File: config.mk
export PLATFORM = sky130hd
export DESIGN_NAME = lookup_stage_flat
export DESIGN_NICKNAME = d
export VERILOG_FILES = /design/src/rtl/lookup_pkg.sv /design/src/rtl/lookup_stage_if.sv /design/src/rtl/lookup_stage.sv /design/src/flat_wrapper.sv
export SDC_FILE = /design/constraint.sdc
export NUM_CORES = 1
export LEC_CHECK = 0
export CAP_MARGIN = 20
export CORE_AREA = 2 2 185 187
export DETAILED_ROUTE_END_ITERATION = 12
export DIE_AREA = 0 0 187 189
export MAX_ROUTING_LAYER = met4
export SLEW_MARGIN = 20
export SYNTH_ARGS = -nofsm -noshare
export SYNTH_HDL_FRONTEND = slang
export SYNTH_SLANG_ARGS = --single-unit
File: constraint.sdc
create_clock -name clk -period 3.1 [get_ports clk]
set_clock_uncertainty 0.2 [all_clocks]
set_input_delay 0.62 -clock clk [delete_from_list [all_inputs] [get_ports clk]]
set_output_delay 0.62 -clock clk [all_outputs]
set_load 0.05 [all_outputs]
File: src/rtl/lookup_pkg.sv
// Shared definitions for the range-lookup tree levels: node-word layout,
// default widths, record types and an elaboration-time width check.
package lookup_pkg;

   localparam int KEY_W    = 32;
   localparam int RESULT_W = 39;
   localparam int ADDR_W   = 10;
   localparam int DATA_W   = KEY_W + RESULT_W + 1;

   // Node word: {node_key, node_result, node_valid}, valid in bit 0.
   localparam int NODE_VALID_BIT  = 0;
   localparam int NODE_RESULT_LSB = 1;

   typedef struct packed {
      logic [KEY_W-1:0]    key;
      logic [RESULT_W-1:0] result;
      logic                valid;
   } node_t;

   typedef struct packed {
      logic [KEY_W-1:0]    key;
      logic [ADDR_W-1:0]   addr;
      logic [RESULT_W-1:0] result;
      logic                hit;
   } token_t;

   function automatic bit widths_ok(input int key_w, input int result_w,
                                    input int data_w, input int addr_w,
                                    input int stage_id);
      return (data_w == key_w + result_w + 1) && (addr_w >= stage_id + 1);
   endfunction

endpackage

File: src/rtl/lookup_stage_if.sv
// Token, update and BRAM-port bundle of one lookup level.
interface lookup_stage_if #(
   parameter int KEY    = 32,
   parameter int RESULT = 39,
   parameter int ADDR   = 10,
   parameter int DATA   = 72
);
   logic              in_valid;
   logic [KEY-1:0]    in_key;
   logic [ADDR-1:0]   in_addr;
   logic [RESULT-1:0] in_result;
   logic              in_hit;

   logic              out_valid;
   logic [KEY-1:0]    out_key;
   logic [ADDR-1:0]   out_addr;
   logic [RESULT-1:0] out_result;
   logic              out_hit;

   logic              upd_valid;
   logic [ADDR-1:0]   upd_addr;
   logic [DATA-1:0]   upd_data;
   logic              upd_ack;

   logic [ADDR-1:0]   mem_a_addr;
   logic [DATA-1:0]   mem_a_dout;
   logic              mem_b_wr;
   logic [ADDR-1:0]   mem_b_addr;
   logic [DATA-1:0]   mem_b_din;

   // master: upstream level, host and the BRAM; slave: the lookup stage
   modport master (
      output in_valid, in_key, in_addr, in_result, in_hit,
      output upd_valid, upd_addr, upd_data, mem_a_dout,
      input  out_valid, out_key, out_addr, out_result, out_hit,
      input  upd_ack, mem_a_addr, mem_b_wr, mem_b_addr, mem_b_din
   );

   modport slave (
      input  in_valid, in_key, in_addr, in_result, in_hit,
      input  upd_valid, upd_addr, upd_data, mem_a_dout,
      output out_valid, out_key, out_addr, out_result, out_hit,
      output upd_ack, mem_a_addr, mem_b_wr, mem_b_addr, mem_b_din
   );
endinterface

File: src/rtl/lookup_stage.sv
// One level of the pipelined range-lookup tree: reads the node on port A,
// compares, emits the child token two cycles later; registers host writes on port B.
module lookup_stage
   import lookup_pkg::*;
#(
   parameter int STAGE_ID = 0,
   parameter int KEY      = 32,
   parameter int RESULT   = 39,
   parameter int ADDR     = 10,
   parameter int DATA     = 72,
   parameter int CNT      = 32
) (
   input  logic           clk,
   input  logic           rst,
   lookup_stage_if.slave  bus,
   output logic [CNT-1:0] lookup_cnt,
   output logic [CNT-1:0] hit_cnt
);

   generate
      if (!widths_ok(KEY, RESULT, DATA, ADDR, STAGE_ID)) begin : g_bad_widths
         $error("lookup_stage: DATA must equal KEY+RESULT+1 and ADDR must be >= STAGE_ID+1");
      end
   endgenerate

   typedef struct packed {
      logic [KEY-1:0]    key;
      logic [ADDR-1:0]   addr;
      logic [RESULT-1:0] result;
      logic              hit;
   } tok_t;

   logic              s1_valid;
   tok_t              s1;
   logic              o_valid;
   tok_t              o;
   logic              b_wr;
   logic [ADDR-1:0]   b_addr;
   logic [DATA-1:0]   b_din;

   logic [KEY-1:0]    node_key;
   logic [RESULT-1:0] node_result;
   logic              node_valid;
   logic              go_right;

   assign node_key    = bus.mem_a_dout[DATA-1 -: KEY];
   assign node_result = bus.mem_a_dout[NODE_RESULT_LSB +: RESULT];
   assign node_valid  = bus.mem_a_dout[NODE_VALID_BIT];
   assign go_right    = node_valid && (s1.key >= node_key);

   // The BRAM registers this address on the same edge that loads S1.
   assign bus.mem_a_addr = bus.in_addr;

   always_ff @(posedge clk) begin
      if (rst) begin
         s1_valid   <= 1'b0;
         s1         <= '0;
         o_valid    <= 1'b0;
         o          <= '0;
         lookup_cnt <= '0;
         hit_cnt    <= '0;
         b_wr       <= 1'b0;
         b_addr     <= '0;
         b_din      <= '0;
      end else begin
         s1_valid  <= bus.in_valid;
         s1.key    <= bus.in_key;
         s1.addr   <= bus.in_addr;
         s1.result <= bus.in_result;
         s1.hit    <= bus.in_hit;

         o_valid  <= s1_valid;
         o.key    <= s1.key;
         o.addr   <= {s1.addr[ADDR-2:0], go_right};
         o.result <= go_right ? node_result : s1.result;
         o.hit    <= go_right | s1.hit;

         if (s1_valid) begin
            lookup_cnt <= lookup_cnt + CNT'(1);
            if (go_right) hit_cnt <= hit_cnt + CNT'(1);
         end

         b_wr   <= bus.upd_valid;
         b_addr <= bus.upd_addr;
         b_din  <= bus.upd_data;
      end
   end

   assign bus.out_valid  = o_valid;
   assign bus.out_key    = o.key;
   assign bus.out_addr   = o.addr;
   assign bus.out_result = o.result;
   assign bus.out_hit    = o.hit;

   assign bus.mem_b_wr   = b_wr;
   assign bus.mem_b_addr = b_addr;
   assign bus.mem_b_din  = b_din;
   assign bus.upd_ack    = b_wr;

endmodule

File: src/flat_wrapper.sv
// flat-port wrapper written by rule: the top's interface ports become plain ports
module lookup_stage_flat import lookup_pkg::*;
#(
   parameter int STAGE_ID = 0,
   parameter int KEY      = 32,
   parameter int RESULT   = 39,
   parameter int ADDR     = 10,
   parameter int DATA     = 72,
   parameter int CNT      = 32
)
  (clk, rst, lookup_cnt, hit_cnt, bus_in_valid, bus_in_key, bus_in_addr, bus_in_result, bus_in_hit, bus_upd_valid, bus_upd_addr, bus_upd_data, bus_mem_a_dout, bus_out_valid, bus_out_key, bus_out_addr, bus_out_result, bus_out_hit, bus_upd_ack, bus_mem_a_addr, bus_mem_b_wr, bus_mem_b_addr, bus_mem_b_din);
  lookup_stage_if #(.KEY(KEY), .RESULT(RESULT), .ADDR(ADDR), .DATA(DATA)) bus_i ();
  input  logic clk;
  input  logic rst;
  output logic [CNT-1:0] lookup_cnt;
  output logic [CNT-1:0] hit_cnt;
  input wire logic [$bits(bus_i.in_valid)-1:0] bus_in_valid;
  input wire logic [$bits(bus_i.in_key)-1:0] bus_in_key;
  input wire logic [$bits(bus_i.in_addr)-1:0] bus_in_addr;
  input wire logic [$bits(bus_i.in_result)-1:0] bus_in_result;
  input wire logic [$bits(bus_i.in_hit)-1:0] bus_in_hit;
  input wire logic [$bits(bus_i.upd_valid)-1:0] bus_upd_valid;
  input wire logic [$bits(bus_i.upd_addr)-1:0] bus_upd_addr;
  input wire logic [$bits(bus_i.upd_data)-1:0] bus_upd_data;
  input wire logic [$bits(bus_i.mem_a_dout)-1:0] bus_mem_a_dout;
  output wire logic [$bits(bus_i.out_valid)-1:0] bus_out_valid;
  output wire logic [$bits(bus_i.out_key)-1:0] bus_out_key;
  output wire logic [$bits(bus_i.out_addr)-1:0] bus_out_addr;
  output wire logic [$bits(bus_i.out_result)-1:0] bus_out_result;
  output wire logic [$bits(bus_i.out_hit)-1:0] bus_out_hit;
  output wire logic [$bits(bus_i.upd_ack)-1:0] bus_upd_ack;
  output wire logic [$bits(bus_i.mem_a_addr)-1:0] bus_mem_a_addr;
  output wire logic [$bits(bus_i.mem_b_wr)-1:0] bus_mem_b_wr;
  output wire logic [$bits(bus_i.mem_b_addr)-1:0] bus_mem_b_addr;
  output wire logic [$bits(bus_i.mem_b_din)-1:0] bus_mem_b_din;
  assign bus_i.in_valid = bus_in_valid;
  assign bus_i.in_key = bus_in_key;
  assign bus_i.in_addr = bus_in_addr;
  assign bus_i.in_result = bus_in_result;
  assign bus_i.in_hit = bus_in_hit;
  assign bus_i.upd_valid = bus_upd_valid;
  assign bus_i.upd_addr = bus_upd_addr;
  assign bus_i.upd_data = bus_upd_data;
  assign bus_i.mem_a_dout = bus_mem_a_dout;
  assign bus_out_valid = bus_i.out_valid;
  assign bus_out_key = bus_i.out_key;
  assign bus_out_addr = bus_i.out_addr;
  assign bus_out_result = bus_i.out_result;
  assign bus_out_hit = bus_i.out_hit;
  assign bus_upd_ack = bus_i.upd_ack;
  assign bus_mem_a_addr = bus_i.mem_a_addr;
  assign bus_mem_b_wr = bus_i.mem_b_wr;
  assign bus_mem_b_addr = bus_i.mem_b_addr;
  assign bus_mem_b_din = bus_i.mem_b_din;
  lookup_stage #(.STAGE_ID(STAGE_ID), .KEY(KEY), .RESULT(RESULT), .ADDR(ADDR), .DATA(DATA), .CNT(CNT)) u_core (.clk(clk), .rst(rst), .bus(bus_i), .lookup_cnt(lookup_cnt), .hit_cnt(hit_cnt));
endmodule
==> qor.txt <==
post-synthesis cell area = 0.01087 mm²
routability cong. = 0.7978
Num CTS Buffers = 36
final setup vio count = 0
Setup CP Type = in -> reg
CTS root buf = clkbuf_16
EDFF count, synth = 0
Synth Warn # = 0
Die Wd = 187 µm
first-pass GRT wire length = 51.02 mm
CP max stage delay = 0.52 ns
Worst Hold Class = reg -> reg
# nets final = 1815
Post-Synthesis Cells = 1043
initial antenna violation count = 12
fraction of synthesis flops using an asynchronous set or reset pin = 0%
antenna viol nets, final = 0
relative slew slack = 55.63%
post-synth cell types = 46
Post-Synthesis Net Count = 1317
clock latency on the worst-skew pair = 0.51 ns
Yosys top cell area share = 57.49%
Avg WL per Cell = 17.47 µm
cells along the critical path = clkdlybuf4s50_1, inv_1, ha_1, nand2_2, or4_4, o22ai_4, o21ba_4, buf_6, or4_1, a21oi_1
Congestion Overflow GR = 0
CTS Buffer Depth = 3
CTS tree = done
MaxCap Viol Count = 0
share of cells above drive strength 1 = 8.381%
Switch Pwr = 2.444 mW
Setup crit end kind = flip-flop
Routed WL = 35.34 mm
measured slew at the worst slew-check pin = 0.6649 ns
port bufs = 478
hpwl dp = 26.19 mm
area leader, netlist = dfxtp_1
Die H = 189 µm
Iteration-0 DRC Markers = 211
sw frac = 24.72%
RSZ-0062 raised after global routing = true
Worst Hold Launch = u_core.s1[47]
final hold vios = 0
crit-path max FO = 7
depth of the CTS H-tree = 2
TNS Setup = 0 ns
Period minus WS final = 3.052 ns
number of synthesized register bits = 312
DRT Pass-1 Iters = 4
fin util = 53.08%
CTS Sinks = 312
total power = 9.886 mW
Worst setup startpoint = bus_mem_a_dout[66]
RR Startpoint = u_core.s1[79]
Core Area = 0.03328 mm²
Max Slew Vio Count = 0
Syn Area/Cell = 10.42 µm²
Starting Density = 32.65%
# rows = 67
# IOs = 481
pin count of the biggest net entering global routing = 77
Worst VDD drop = 0.3693 mV
Worst EP arrival = 3.29 ns
Clk pwr share = 43.1%
# hold bufs at CTS = 0
total number of vias = 8965
Die ar. = 0.03534 mm²
number of global-route vias before repair = 8867
clock-pin slew on the worst setup and hold paths = 0.06 ns
All-Layer GR Usage = 19.24%
Main synth FF type = dfxtp_1
Max Fclk = 327.7 MHz
P_int = 7.442 mW
worst hold slack = 0.2314 ns
period utilization = 98.44%
startpoint types = input port
status = complete, no violations
DRC viols = 0
via/cell ratio = 4.432
sequential element share of the synthesized area = 57.49%
Area Growth Syn to Fin = 62.59%
Leak = 7.168 nW
pwr dens = 559.6 mW/mm²
Fillers = 2991
power share of the combinational group = 14.1%
Max stage delay cell, worst path = or4_4
critical path required time = 3.33 ns
Reg power frac = 42.8%
top cells by area, synth = dfxtp_1 57%, nor2b_1 12%, ha_1 3.9%, mux2i_1 3.7%, nor2_1 2.9%
routing by layer:
layer | routed length, µm | GRT usage [%] | vias up | share of wire, %
li1 | - | - | 4457 | -
met1 | 14030 | 20.98 | 4130 | 40
met2 | 17140 | 31.53 | 322 | 48
met3 | 3299 | 8.193 | 56 | 9.3
met4 | 871 | 6.593 | 0 | 2.5
met5 | 0 | - | - | 0
stage by stage:
| step | instances | area [µm²] | setup slack, ns |
|---|---|---|---|
| after floorplan | 1043 | 10870 | 0.2103 |
| after global placement | 1929 | 16120 | -0.4994 |
| after detailed placement | 1929 | 16120 | -0.5706 |
| after CTS | 1990 | 17310 | -0.001740 |
| after global routing | 2023 | 17670 | -0.02973 |
| final | 2023 | 17670 | 0.04836 |
repair_timing:
item | in CTS | in global routing
resized for setup | 4 | 31
setup endpoints to repair | 15 | 66
setup buffers | 1 | 17
cloned | 0 | 4
pin swaps | 1 | 21
sequential cells by signal (all words and copies together), names as in the netlist:
register / cells
u_core.hit_cnt: 32
u_core.bus.mem_b_din: 72
u_core.bus.out_hit: 1
u_core.bus.out_result: 39
u_core.bus.out_valid: 1
u_core.s1_valid: 1
u_core.bus.out_addr: 10
u_core.s1: 81
u_core.bus.mem_b_wr: 1
u_core.bus.out_key: 32
u_core.lookup_cnt: 32
u_core.bus.mem_b_addr: 10
critical path: cells and delay by family:
family / cells / cell delay, ns
AND/OR/NAND/NOR: 3 / 1.08
AO/OA/AOI/OAI: 3 / 0.62
buffers and inverters: 3 / 0.66
adder cells (fa/ha/maj): 1 / 0.29
worst paths after layout:
path                                 end  cells after the start  slack, ns
setup / recovery      u_core.hit_cnt[24]                     10       0.05
hold / removal    u_core.bus.out_addr[8]                      1       0.23
setup reg to reg      u_core.hit_cnt[24]                      8       0.20
hold reg to reg   u_core.bus.out_addr[8]                      1       0.23
cells in the mapped netlist, drive strengths merged, types with 8 or more instances:
library cell  number
o21ai             13
and3              17
clkbuf            39
o31ai             19
buf               25
xor2              22
inv               41
nor2b            205
or3                8
nor2              83
a21oi             35
nand3             25
ha                34
or4               21
mux2i             40
nand4             18
dfxtp            312
nand2             29
cells by family after synthesis:
| family | Yosys count | share of synthesized area [%] |
|---|---|---|
| buffers and inverters | 106 | 4.376 |
| adder cells (fa/ha/maj) | 34 | 3.915 |
| multiplexers | 41 | 3.789 |
| flip-flops | 312 | 57.49 |
| AO/OA/AOI/OAI | 93 | 5.631 |
| AND/OR/NAND/NOR | 428 | 22.47 |
| XOR/XNOR | 29 | 2.338 |
final cells by class:
cell class / count / area [µm²] / share of cell area [%]
Inverter: 42 / 157.7 / 0.8924
Antenna cell: 12 / 30.03 / 0.1700
Timing Repair Buffer: 522 / 5211 / 29.50
Tap cell: 448 / 560.5 / 3.173
Clock inverter: 11 / 168.9 / 0.9562
Multi-Input combinational cell: 627 / 4280 / 24.23
Clock buffer: 49 / 1011 / 5.723
Sequential cell: 312 / 6246 / 35.36
placed cells by master, fill, tap and decap left out, types with 31 or more instances in the layout:
master,instances
nor2b_1,205
nor2_1,83
clkbuf_16,39
mux2i_1,40
inv_1,41
clkdlybuf4s50_1,467
buf_4,38
dfxtp_1,312
ha_1,33
a21oi_1,31
power by group through the flow:
stage                     Clock (mW)  Sequential (mW)  Combinational, mW
after floorplan                    0             4.71              0.327
after global placement             0             4.32               1.34
after detailed placement           0             4.32               1.35
after CTS                       4.37             4.24               1.36
after global routing            4.55             4.25               1.47
final                           4.26             4.24               1.39
Note: power is estimated with default switching activity, not from simulation.
